--- config.mk ---
export PLATFORM = sky130hd
export DESIGN_NAME = multiply_flat
export DESIGN_NICKNAME = d
export VERILOG_FILES = /design/src/rtl/multiply_if.sv /design/src/rtl/multiply.sv /design/src/flat_wrapper.sv
export SDC_FILE = /design/constraint.sdc
export NUM_CORES = 1
export LEC_CHECK = 0
export ABC_AREA = 1
export CAP_MARGIN = 40
export CORE_MARGIN = 1.5
export CORE_UTILIZATION = 40
export CTS_BUF_LIST = sky130_fd_sc_hd__clkbuf_4 sky130_fd_sc_hd__clkbuf_8
export CTS_CLUSTER_SIZE = 28
export DETAILED_ROUTE_END_ITERATION = 6
export SLEW_MARGIN = 10
export SYNTH_ARGS = -nofsm -noshare
export SYNTH_HDL_FRONTEND = slang
export SYNTH_SLANG_ARGS = --single-unit
--- constraint.sdc ---
create_clock -name clk -period 7.88 [get_ports clk]
set_clock_uncertainty 0.15 [all_clocks]
set_input_delay 1.576 -clock clk [delete_from_list [all_inputs] [get_ports clk]]
set_output_delay 1.576 -clock clk [all_outputs]
set_load 0.05 [all_outputs]
--- src/rtl/multiply_if.sv ---
// rtl/multiply_if.sv - operand/result stream bundle for the multiply stage
interface multiply_if #(
    parameter int ARGW = 16,
    parameter int RESW = 32
);
    logic                   arg0_stb;
    logic signed [ARGW-1:0] arg0_dat;
    logic                   arg0_rdy;
    logic                   arg1_stb;
    logic signed [ARGW-1:0] arg1_dat;
    logic                   arg1_rdy;
    logic                   res_stb;
    logic        [RESW-1:0] res_dat;
    logic                   res_rdy;

    // Producer of operands and consumer of results
    modport master (
        output arg0_stb, arg0_dat, input arg0_rdy,
        output arg1_stb, arg1_dat, input arg1_rdy,
        input  res_stb,  res_dat,  output res_rdy
    );

    // The multiply stage itself
    modport slave (
        input  arg0_stb, arg0_dat, output arg0_rdy,
        input  arg1_stb, arg1_dat, output arg1_rdy,
        output res_stb,  res_dat,  input  res_rdy
    );
endinterface

--- src/rtl/multiply.sv ---
// rtl/multiply.sv - two-stage signed fixed-point multiply, joined operand streams; MULTIPLY_ROUND_EN selects round-half-up
module multiply #(
    parameter int ARGW = 16,
    parameter int RESW = 32,
    parameter int FRAC = 0
) (
    input  logic       clk,
    input  logic       rst,
    multiply_if.slave  io_bus
);
    // Full product width plus one guard bit so the rounding add cannot wrap
    localparam int PW = 2 * ARGW + 1;

    logic                   r_s1_vld;
    logic signed [ARGW-1:0] r_s1_a;
    logic signed [ARGW-1:0] r_s1_b;
    logic                   r_res_stb;
    logic        [RESW-1:0] r_res_dat;

    logic                   w_s2_adv;
    logic                   w_s1_acc;
    logic                   w_xfer;
    logic signed [PW-1:0]   w_a_ext;
    logic signed [PW-1:0]   w_b_ext;
    logic signed [PW-1:0]   w_prod;
    logic signed [PW-1:0]   w_sum;
    logic signed [PW-1:0]   w_shf;
    logic        [RESW-1:0] w_res;

    // Handshake: stage 2 moves when its output is empty or being taken,
    // stage 1 accepts when empty or draining into stage 2.
    assign w_s2_adv = ~r_res_stb | io_bus.res_rdy;
    assign w_s1_acc = ~r_s1_vld | w_s2_adv;

    // Join: each side is ready only when the other side is offering, so
    // both operands move together or not at all.
    assign io_bus.arg0_rdy = ~rst & w_s1_acc & io_bus.arg1_stb;
    assign io_bus.arg1_rdy = ~rst & w_s1_acc & io_bus.arg0_stb;
    assign w_xfer          = ~rst & w_s1_acc & io_bus.arg0_stb & io_bus.arg1_stb;

    // Product at full width from the stage-1 operands
    assign w_a_ext = PW'(r_s1_a);
    assign w_b_ext = PW'(r_s1_b);
    assign w_prod  = w_a_ext * w_b_ext;

`ifdef MULTIPLY_ROUND_EN
    localparam int            RSH = (FRAC > 0) ? FRAC - 1 : 0;
    localparam logic [PW-1:0] RND = (FRAC > 0) ? (PW'(1) << RSH) : '0;
    assign w_sum = w_prod + RND;
`else
    assign w_sum = w_prod;
`endif

    // Drop fractional bits, then fit to the result width (sign-extend or
    // discard redundant sign bits; the value always fits in RESW).
    assign w_shf = w_sum >>> FRAC;
    assign w_res = RESW'(w_shf);

    assign io_bus.res_stb = r_res_stb;
    assign io_bus.res_dat = r_res_dat;

    // Stage 1: capture an operand pair on joint transfer, empty when drained
    always_ff @(posedge clk) begin
        if (rst) begin
            r_s1_vld <= 1'b0;
            r_s1_a   <= '0;
            r_s1_b   <= '0;
        end else if (w_xfer) begin
            r_s1_vld <= 1'b1;
            r_s1_a   <= io_bus.arg0_dat;
            r_s1_b   <= io_bus.arg1_dat;
        end else if (w_s2_adv) begin
            r_s1_vld <= 1'b0;
        end
    end

    // Stage 2: register the scaled product; hold steady while stalled
    always_ff @(posedge clk) begin
        if (rst) begin
            r_res_stb <= 1'b0;
            r_res_dat <= '0;
        end else if (w_s2_adv) begin
            r_res_stb <= r_s1_vld;
            r_res_dat <= w_res;
        end
    end
endmodule

--- src/flat_wrapper.sv ---
// flat-port wrapper written by rule: the top's interface ports become plain ports
module multiply_flat 
#(
    parameter int ARGW = 16,
    parameter int RESW = 32,
    parameter int FRAC = 0
)
  (clk, rst, io_bus_arg0_stb, io_bus_arg0_dat, io_bus_arg0_rdy, io_bus_arg1_stb, io_bus_arg1_dat, io_bus_arg1_rdy, io_bus_res_stb, io_bus_res_dat, io_bus_res_rdy);
  multiply_if #(.ARGW(ARGW), .RESW(RESW)) io_bus_i ();
  input  logic clk;
  input  logic rst;
  input wire logic [$bits(io_bus_i.arg0_stb)-1:0] io_bus_arg0_stb;
  input wire logic [$bits(io_bus_i.arg0_dat)-1:0] io_bus_arg0_dat;
  output wire logic [$bits(io_bus_i.arg0_rdy)-1:0] io_bus_arg0_rdy;
  input wire logic [$bits(io_bus_i.arg1_stb)-1:0] io_bus_arg1_stb;
  input wire logic [$bits(io_bus_i.arg1_dat)-1:0] io_bus_arg1_dat;
  output wire logic [$bits(io_bus_i.arg1_rdy)-1:0] io_bus_arg1_rdy;
  output wire logic [$bits(io_bus_i.res_stb)-1:0] io_bus_res_stb;
  output wire logic [$bits(io_bus_i.res_dat)-1:0] io_bus_res_dat;
  input wire logic [$bits(io_bus_i.res_rdy)-1:0] io_bus_res_rdy;
  assign io_bus_i.arg0_stb = io_bus_arg0_stb;
  assign io_bus_i.arg0_dat = io_bus_arg0_dat;
  assign io_bus_arg0_rdy = io_bus_i.arg0_rdy;
  assign io_bus_i.arg1_stb = io_bus_arg1_stb;
  assign io_bus_i.arg1_dat = io_bus_arg1_dat;
  assign io_bus_arg1_rdy = io_bus_i.arg1_rdy;
  assign io_bus_res_stb = io_bus_i.res_stb;
  assign io_bus_res_dat = io_bus_i.res_dat;
  assign io_bus_i.res_rdy = io_bus_res_rdy;
  multiply #(.ARGW(ARGW), .RESW(RESW), .FRAC(FRAC)) u_core (.clk(clk), .rst(rst), .io_bus(io_bus_i));
endmodule
* After elaboration in Yosys (flattened, before gate mapping) *
Index checks and enable logic that the tools add are counted.

storage, ports and cells
  word-level logic and storage cells = 18
  output and inout port bits = 35
  flip-flop bits (word level) = 66
  input bits = 37

operators by class
  reductions and logical operators = 1
  $mul = 1
  bitwise logic cells = 9
  mux-type cells = 2

operators by type and width
  operator           count
  $mul 16x16->32     1
  $and 1x1->1        4
  $not 1->1          3
  $mux 1             2
  $or 1x1->1         2
  $reduce_bool 2->1  1

* Longest topological paths before layout *
Gate-level depths: netlist (run 1).

  word-level depth = 7
  mapped depth = 28
  mapped depth without buffers = 26

* Least setup slack after synthesis (run 1) *
OpenSTA, ideal clock, no wires.

  path type = flip-flop to flip-flop
  from = reg u_core.r_s1_a[15]
  to = reg u_core.r_res_dat[31], in the netlist u_core.io_bus.res_dat[31]
  path buffers = 2
  data required time = 7.621 ns
  path slack = 2.106 ns
  setup time = 0.109 ns
  period minus slack after synthesis = 5.774 ns
  arrival = 5.515 ns
  cell stages (with the launch flop) = 25
  cell sequence = dfxtp_1 clkbuf_1 clkbuf_1 nand2_1 inv_1 fa_1 fa_1 inv_1 fa_1 fa_1 fa_1 fa_1 inv_1 ha_1 nand2_1 nor2_1 nand2_1 nor3_1 nand2_1 inv_1 nor2_1 nand2_1 nand3_1 nand2_1 inv_1

between the ends
  word-level cells in the longest chain between the ends = 1

ends and longest elaborated chain
  element                   line            text
  start: declaration        multiply.sv:15  logic signed [ARGW-1:0] r_s1_a;
  start signal: assignment  multiply.sv:70  r_s1_a <= io_bus.arg0_dat;
  $mul 16x16->32            multiply.sv:44  assign w_prod = w_a_ext * w_b_ext;
  end signal: assignment    multiply.sv:84  r_res_dat <= w_res;
  end: declaration          multiply.sv:18  logic [RESW-1:0] r_res_dat;

No other way between the ends.
A chain may end at the register's enable or synchronous reset.

* Worst setup path after layout (run 1) *
  from = reg u_core.r_s1_b[1]
  to = reg u_core.r_res_dat[30], in the netlist u_core.io_bus.res_dat[30]

between the ends
  word-level cells in the longest chain between the ends = 1

ends and longest elaborated chain
  element                   line            text
  start: declaration        multiply.sv:16  logic signed [ARGW-1:0] r_s1_b;
  start signal: assignment  multiply.sv:71  r_s1_b <= io_bus.arg1_dat;
  $mul 16x16->32            multiply.sv:44

No other way between the ends.

==> impl_metrics.json, run 1 <==
{
  "status": "complete, no violations",
  "via_per_inst": 4.74,
  "tightest_slew_ns": 0.920,
  "io-pin-count": 72,
  "dr_total_vias": 10600,
  "hold_violations": 0,
  "synth_nets": 2169,
  "cp_slowest_stage_delay_ns": 0.86,
  "grt_start_max_net_pins": 38,
  "multi_input_area_sq_mm": 0.00963,
  "drive_above_1_share": 0.0272,
  "dp_cells": 2226,
  "ys_top_cells_by_count": "inv_1 (525), nand2_1 (457), fa_1 (262)",
  "cts_made_buffers": 9,
  "clockBufferDepth": 2,
  "first_global_vias": 10900,
  "ys_seq_area_frac": 0.0996,
  "fin_crit_sh": 0.816,
  "synth_area_sq_mm": 0.0133,
  "cts_tree": "built",
  "async_flop_share": 0,
  "gr-usage-met2": 0.354,
  "cts_setup_buffers": 0,
  "die_y_um": 185,
  "hold_end": "u_core.io_bus.res_stb$_SDFFE_PP0P_",
  "ys.flop_type": "dfxtp_1",
  "postSynthCellCount": 1788,
  "start_util": 0.407,
  "synth_cell_types": 33,
  "worstSetupPathType": "flip-flop to flip-flop",
  "synth_edf_count": 0,
  "drt_iter0_markers": 662,
  "finalWirelength_mm": 34.6,
  "met3_usage": 0.0417,
  "grt_pass1_wl_mm": 58.2,
  "holdWs_ns": 0.324,
  "cp_slowest_cell": "fa_1",
  "synth_seq_cells": 66,
  "clock_sinks": 66,
  "route.detailed.wl_per_inst_um": 15.4,
  "regArea_sq_mm": 0.00132,
  "synth.most_common_cell": "inv_1",
  "crit_path_start_kind": "flip-flop",
  "synth_area_leaders": "fa_1 (40%), inv_1 (15%), nand2_1 (13%), dfxtp_1 (10%), ha_1 (7.7%)",
  "clock.fmax_mhz": 155,
  "grt_antenna_before_repair": 0,
  "ir_worst_vdd_uv": 65.2,
  "r2r-start": "u_core.r_s1_b[1]$_SDFFE_PP0P_",
  "gp_congestion": 0.909,
  "dieArea_sq_mm": 0.0343,
  "cts.repair.resized": 0,
  "worst_ep_arrival_time_ns": 6.58,
  "min_path_cells": 2,
  "worstPathRequired_ns": 8.03,
  "top_usage_layer": "met2",
  "ant_nets": 0,
  "yosysWarningCount": 0,
  "setup_viol": 0,
  "drc_errors": 0,
  "clk_latency_ns": 0.39,
  "met1_usage": 0.311,
  "r2r_end": "u_core.io_bus.res_dat[30]$_SDFFE_PP0P_",
  "hold_path.class": "flip-flop to flip-flop",
  "cts_root_buf": "clkbuf_8",
  "worstHoldStart": "u_core.r_s1_vld$_SDFFE_PP0P_",
  "report.final.slew_viol_count": 0,
  "gr-total-overflow": 0,
  "final_nets": 2176,
  "fillers": 3318,
  "netlist.area_leader.share": 0.395,
  "hpwl_mm": 28.6,
  "syn_to_final_growth_pct": 9.31,
  "finalSetupTns_ns": 0,
  "layout_min_cycle_time_ns": 6.43,
  "rows": 66,
  "synth_area_leader_cell": "fa_1",
  "grt_usage": 0.221,
  "cts_hold_buffers": 0,
  "p_leak_nw": 8.69,
  "fin_cells": 2243,
  "reg2reg_slack_ns": 1.45,
  "relSlewSlack": 0.386,
  "cp_cell_sequence": "nand2_1 > inv_1 > fa_1 > fa_1 > inv_1 > fa_1 > inv_1 > fa_1 > fa_1 > fa_1 > ha_1 > nand2_1 > nor2_1 > nand2_1 > nor4_1 > nand2_1 > nand3_1 > nand3_1 > nand2_1 > inv_1",
  "fin_util": 0.445,
  "cts.clk_slew.worst_paths_ns": 0.09,
  "power_mw": 0.999,
  "maxCapViolCount": 0,
  "die_width_um": 185,
  "rr_worst_depth": 20,
  "worstPathMaxFanout": 17,
  "path_common_cell": "fa_1",
  "first_pass_iters": 6,
  "power_density_mw_per_mm2": 68.9,
  "grt_setup_unrepaired": "no",
  "cts_max_level": 3,
  "core_area_sq_mm": 0.0326,
  "avgSynthCellArea_sq_um": 7.42,
  "end_kind": "flip-flop",
  "port_buffers": 71
}
-- worst max-delay path, delay by kind of cell, from the launching register on --
family,cells,cell delay [ns]
fa+ha+maj,7,3.73
buf+inv,4,0.39
flops,1,0.80
simple gates,9,1.24
-- how the worst max path moves through the flow --
| stage | start | end | slack, ns | depth (start not counted) |
|---|---|---|---|---|
| finish | u_core.r_s1_b[1]$_SDFFE_PP0P_ | u_core.io_bus.res_dat[30]$_SDFFE_PP0P_ | 1.45 | 20 |
| global route | u_core.r_s1_b[1]$_SDFFE_PP0P_ | u_core.io_bus.res_dat[30]$_SDFFE_PP0P_ | 1.10 | 22 |
| CTS | u_core.r_s1_b[1]$_SDFFE_PP0P_ | u_core.io_bus.res_dat[30]$_SDFFE_PP0P_ | 1.49 | 20 |
| detailed placement | u_core.r_s1_b[1]$_SDFFE_PP0P_ | u_core.io_bus.res_dat[30]$_SDFFE_PP0P_ | 1.52 | 20 |
| global placement | u_core.r_s1_b[2]$_SDFFE_PP0P_ | u_core.io_bus.res_dat[28]$_SDFFE_PP0P_ | 1.55 | 20 |
| floorplan | u_core.r_s1_a[15]$_SDFFE_PP0P_ | u_core.io_bus.res_dat[31]$_SDFFE_PP0P_ | 2.11 | 24 |
-- area by class of cell --
type,instances,area share
multi-input combinational,1110,0.664
inverter,528,0.137
sequential,66,0.0911
timing repair buffer,80,0.0537
tap,442,0.0381
clock buffer,11,0.0104
clock inverter,5,0.00587
antenna,1,0.000173
-- power by group --
| part | switching, mW | total, mW | internal [mW] |
|---|---|---|---|
| Sequential | 0.0389 | 0.387 | 0.348 |
| Combinational | 0.153 | 0.250 | 0.0968 |
| Clock | 0.165 | 0.363 | 0.197 |
-- cell families after synthesis --
kind of cell / synth area share
AND/OR/NAND/NOR: 0.192
buffers and inverters: 0.175
adder cells (fa/ha/maj): 0.473
AO/OA/AOI/OAI: 0.0522
flip-flops: 0.0996
XOR/XNOR: 0.00858
-- cells in the final DEF (no fill, tap or decap), types with 11 or more instances in the layout --
cell type and count:
ha_1 82, dfxtp_1 66, nand2_1 457, a21oi_1 61
o21ai_0 40, nor2_1 64, fa_1 262, inv_1 525
clkdlybuf4s50_1 71, nand4_1 11, clkbuf_8 11, nand3_1 70
o21bai_1 16
-- through the flow --
step / setup WS, ns / instance area (sq um)
2_1_floorplan: 2.11 / 13300
3_3_place_gp: 1.55 / 14300
3_5_place_dp: 1.52 / 14300
4_1_cts: 1.49 / 14500
5_1_grt: 1.10 / 14500
6_report: 1.45 / 14500
-- routing by layer --
metal | part of all wire | vias to the layer above
li1 | - | 5110
met1 | 0.46 | 5184
met2 | 0.46 | 306
met3 | 0.061 | 42
met4 | 0.019 | 0
met5 | 0 | -
-- flip-flops by register name, indices dropped and copies added (netlist names) --
register and cells:
u_core.r_s1_a 16, u_core.r_s1_b 16, u_core.io_bus.res_stb 1, u_core.io_bus.res_dat 32
u_core.r_s1_vld 1
No activity file was read; power rests on OpenSTA's default activity.
==> run 2: changes to the inputs <==
clock period = 6.31 ns   (was 7.88 ns; I/O delays follow)
==> run 2 against run 1 <==
Hold slack better by 0.0081 ns; global-route usage is 0.24 points higher; clock-buffer cell count stayed put; fmax is 7.3% higher; critical path type unchanged; largest power group unchanged.
==> impl_metrics.json, run 2 (synthesis results as in run 1) <==
{
  "status": "complete, no violations",
  "power_density_mw_per_mm2": 81.8,
  "clock_sinks": 66,
  "power_mw": 1.21,
  "clk_latency_ns": 0.38,
  "drt_iter0_markers": 700,
  "largest_reg_flops": 32,
  "core_area_sq_mm": 0.0326,
  "met3_usage": 0.0283,
  "grt_usage": 0.224,
  "clock.fmax_mhz": 167,
  "grt_start_max_net_pins": 38,
  "cts_tree": "built",
  "fillers": 3281,
  "worstSetupPathType": "flip-flop to flip-flop",
  "via_per_inst": 4.73,
  "route.detailed.wl_per_inst_um": 15.3,
  "end_kind": "flip-flop",
  "layout_min_cycle_time_ns": 5.99,
  "worstHoldStart": "u_core.r_s1_vld$_SDFFE_PP0P_",
  "io-pin-count": 72,
  "cts_setup_buffers": 0,
  "ant_nets": 0,
  "drive_above_1_share": 0.0484,
  "grt_antenna_before_repair": 0,
  "dr_total_vias": 10800,
  "hpwl_mm": 29.6,
  "worst_ep_arrival_time_ns": 6.11,
  "die_width_um": 185,
  "grt_setup_unrepaired": "no",
  "finalWirelength_mm": 35.0,
  "met1_usage": 0.326,
  "switching_share": 0.363,
  "p_int_mw": 0.770,
  "grt_pass1_wl_mm": 58.9,
  "postPlaceCellArea_sq_mm": 0.0146,
  "setup_viol": 0,
  "relSlewSlack": 0.468,
  "cts_hold_buffers": 0,
  "fin_util": 0.453,
  "path_common_cell": "fa_1",
  "start_util": 0.407,
  "cts.clk_slew.worst_paths_ns": 0.09,
  "gr-usage-met2": 0.356,
  "die_y_um": 185,
  "final_nets": 2214,
  "cts_root_buf": "clkbuf_8",
  "cts_max_level": 3,
  "rr_worst_depth": 20,
  "report.final.slew_viol_count": 0,
  "fin_crit_sh": 0.950,
  "clockBufferDepth": 2,
  "drc_errors": 0,
  "cp_slowest_cell": "dfxtp_1",
  "maxCapViolCount": 0,
  "finalSetupTns_ns": 0,
  "gp_congestion": 0.918,
  "cp_cell_sequence": "nand2_1 > fa_1 > fa_1 > fa_1 > inv_1 > fa_1 > fa_1 > inv_1 > fa_1 > inv_1 > ha_1 > nand2_1 > inv_1 > nand2_1 > nand3_1 > inv_1 > o21ai_0 > a21oi_1 > xor2_1 > a21oi_1",
  "r2r-start": "u_core.r_s1_a[14]$_SDFFE_PP0P_",
  "place_ws_ns": 0.230,
  "gr-total-overflow": 0,
  "syn_to_final_growth_pct": 11.4,
  "top_usage_layer": "met2",
  "fin_ws_ns": 0.316,
  "p_leak_nw": 8.89,
  "stdcell_area_sq_mm": 0.0148,
  "ir_worst_vdd_uv": 126,
  "first_global_vias": 11200,
  "port_buffers": 71,
  "multi_input_area_sq_mm": 0.00963,
  "hold_path.class": "flip-flop to flip-flop",
  "reg2reg_slack_ns": 0.32,
  "rows": 66,
  "critical-path-top-delay-family": "adder cells",
  "first_pass_iters": 5,
  "cp_slowest_stage_delay_ns": 0.74,
  "startpoint": "u_core.r_s1_a[14]$_SDFFE_PP0P_",
  "layout_commonest_cell": "inv_1",
  "cts_made_buffers": 9,
  "seq_power_share": 0.377,
  "final_cell_mix": "inv_1 (525), nand2_1 (457), fa_1 (261)",
  "hold_violations": 0,
  "p_sw_mw": 0.439,
  "tightest_slew_ns": 0.795,
  "worstPathMaxFanout": 16,
  "worstPathRequired_ns": 6.42,
  "r2r_end": "u_core.io_bus.res_dat[17]$_SDFFE_PP0P_",
  "regArea_sq_mm": 0.00132,
  "diodes": 0,
  "timing.critical_path.buf_inv": 5,
  "crit_path_start_kind": "flip-flop",
  "dieArea_sq_mm": 0.0343,
  "comb_power_share": 0.291,
  "hold_end": "u_core.io_bus.res_stb$_SDFFE_PP0P_",
  "min_path_cells": 2,
  "clkPwrFrac": 0.332
}
==> run 2: cell types whose count changed in the layout (fill, tap and decap cells not counted) <==
cell       change
buf_12         +1
buf_4         +37
bufinv_16      -1
clkinv_2       +1
dfxtp_1        -1
dfxtp_2        +1
diode_2        -1
fa_1           -1
fa_2           +1
==> run 2: tightest hold or removal path, delay by kind of cell (launching register included) <==
| family | cells | cell delay [ns] |
|---|---|---|
| flip-flops | 1 | 0.33 |
| AND/OR/NAND/NOR | 2 | 0.12 |
==> run 2: final cells by class <==
| cell class | count | area share |
|---|---|---|
| well taps | 442 | 0.0374 |
| clock inverters | 5 | 0.00406 |
| inverters | 528 | 0.134 |
| clock buffers | 11 | 0.0102 |
| multi-input cells | 1110 | 0.652 |
| flip-flops and latches | 66 | 0.0895 |
| repair buffers | 118 | 0.0728 |
==> run 2: repair_timing <==
item                                   CTS  global route
endpoints found under the hold margin    0             0
resized for setup                        0             2
setup endpoints to repair                0             8
==> run 2: power by group through the flow <==
stage | sequential (mW) | clock (mW) | combinational (mW)
after floorplan | 0.488 | 0 | 0.189
after global placement | 0.466 | 0 | 0.349
after detailed placement | 0.465 | 0 | 0.350
after CTS | 0.456 | 0.412 | 0.354
after global routing | 0.459 | 0.425 | 0.388
final | 0.456 | 0.401 | 0.351
==> run 2: worst max path at each step <==
stage,end,slack [ns],depth (start not counted)
3_3_place_gp,u_core.io_bus.res_dat[23]$_SDFFE_PP0P_,0.29,21
4_1_cts,u_core.io_bus.res_dat[23]$_SDFFE_PP0P_,0.22,21
2_1_floorplan,u_core.io_bus.res_dat[31]$_SDFFE_PP0P_,0.54,24
6_report,u_core.io_bus.res_dat[17]$_SDFFE_PP0P_,0.32,20
5_1_grt,u_core.io_bus.res_dat[23]$_SDFFE_PP0P_,0.03,22
3_5_place_dp,u_core.io_bus.res_dat[23]$_SDFFE_PP0P_,0.23,21
==> run 2: layer usage <==
layer | vias up | share of wire
met1 | 5258 | 0.47
met5 | - | 0
li1 | 5179 | -
met2 | 296 | 0.45
met3 | 43 | 0.052
met4 | 0 | 0.018
==> run 2: stage by stage <==
stage          std cells  hold WS (ns)
2_1_floorplan       1788         0.291
3_3_place_gp        2264         0.314
3_5_place_dp        2264         0.320
4_1_cts             2280         0.337
5_1_grt             2280         0.360
6_report            2280         0.332
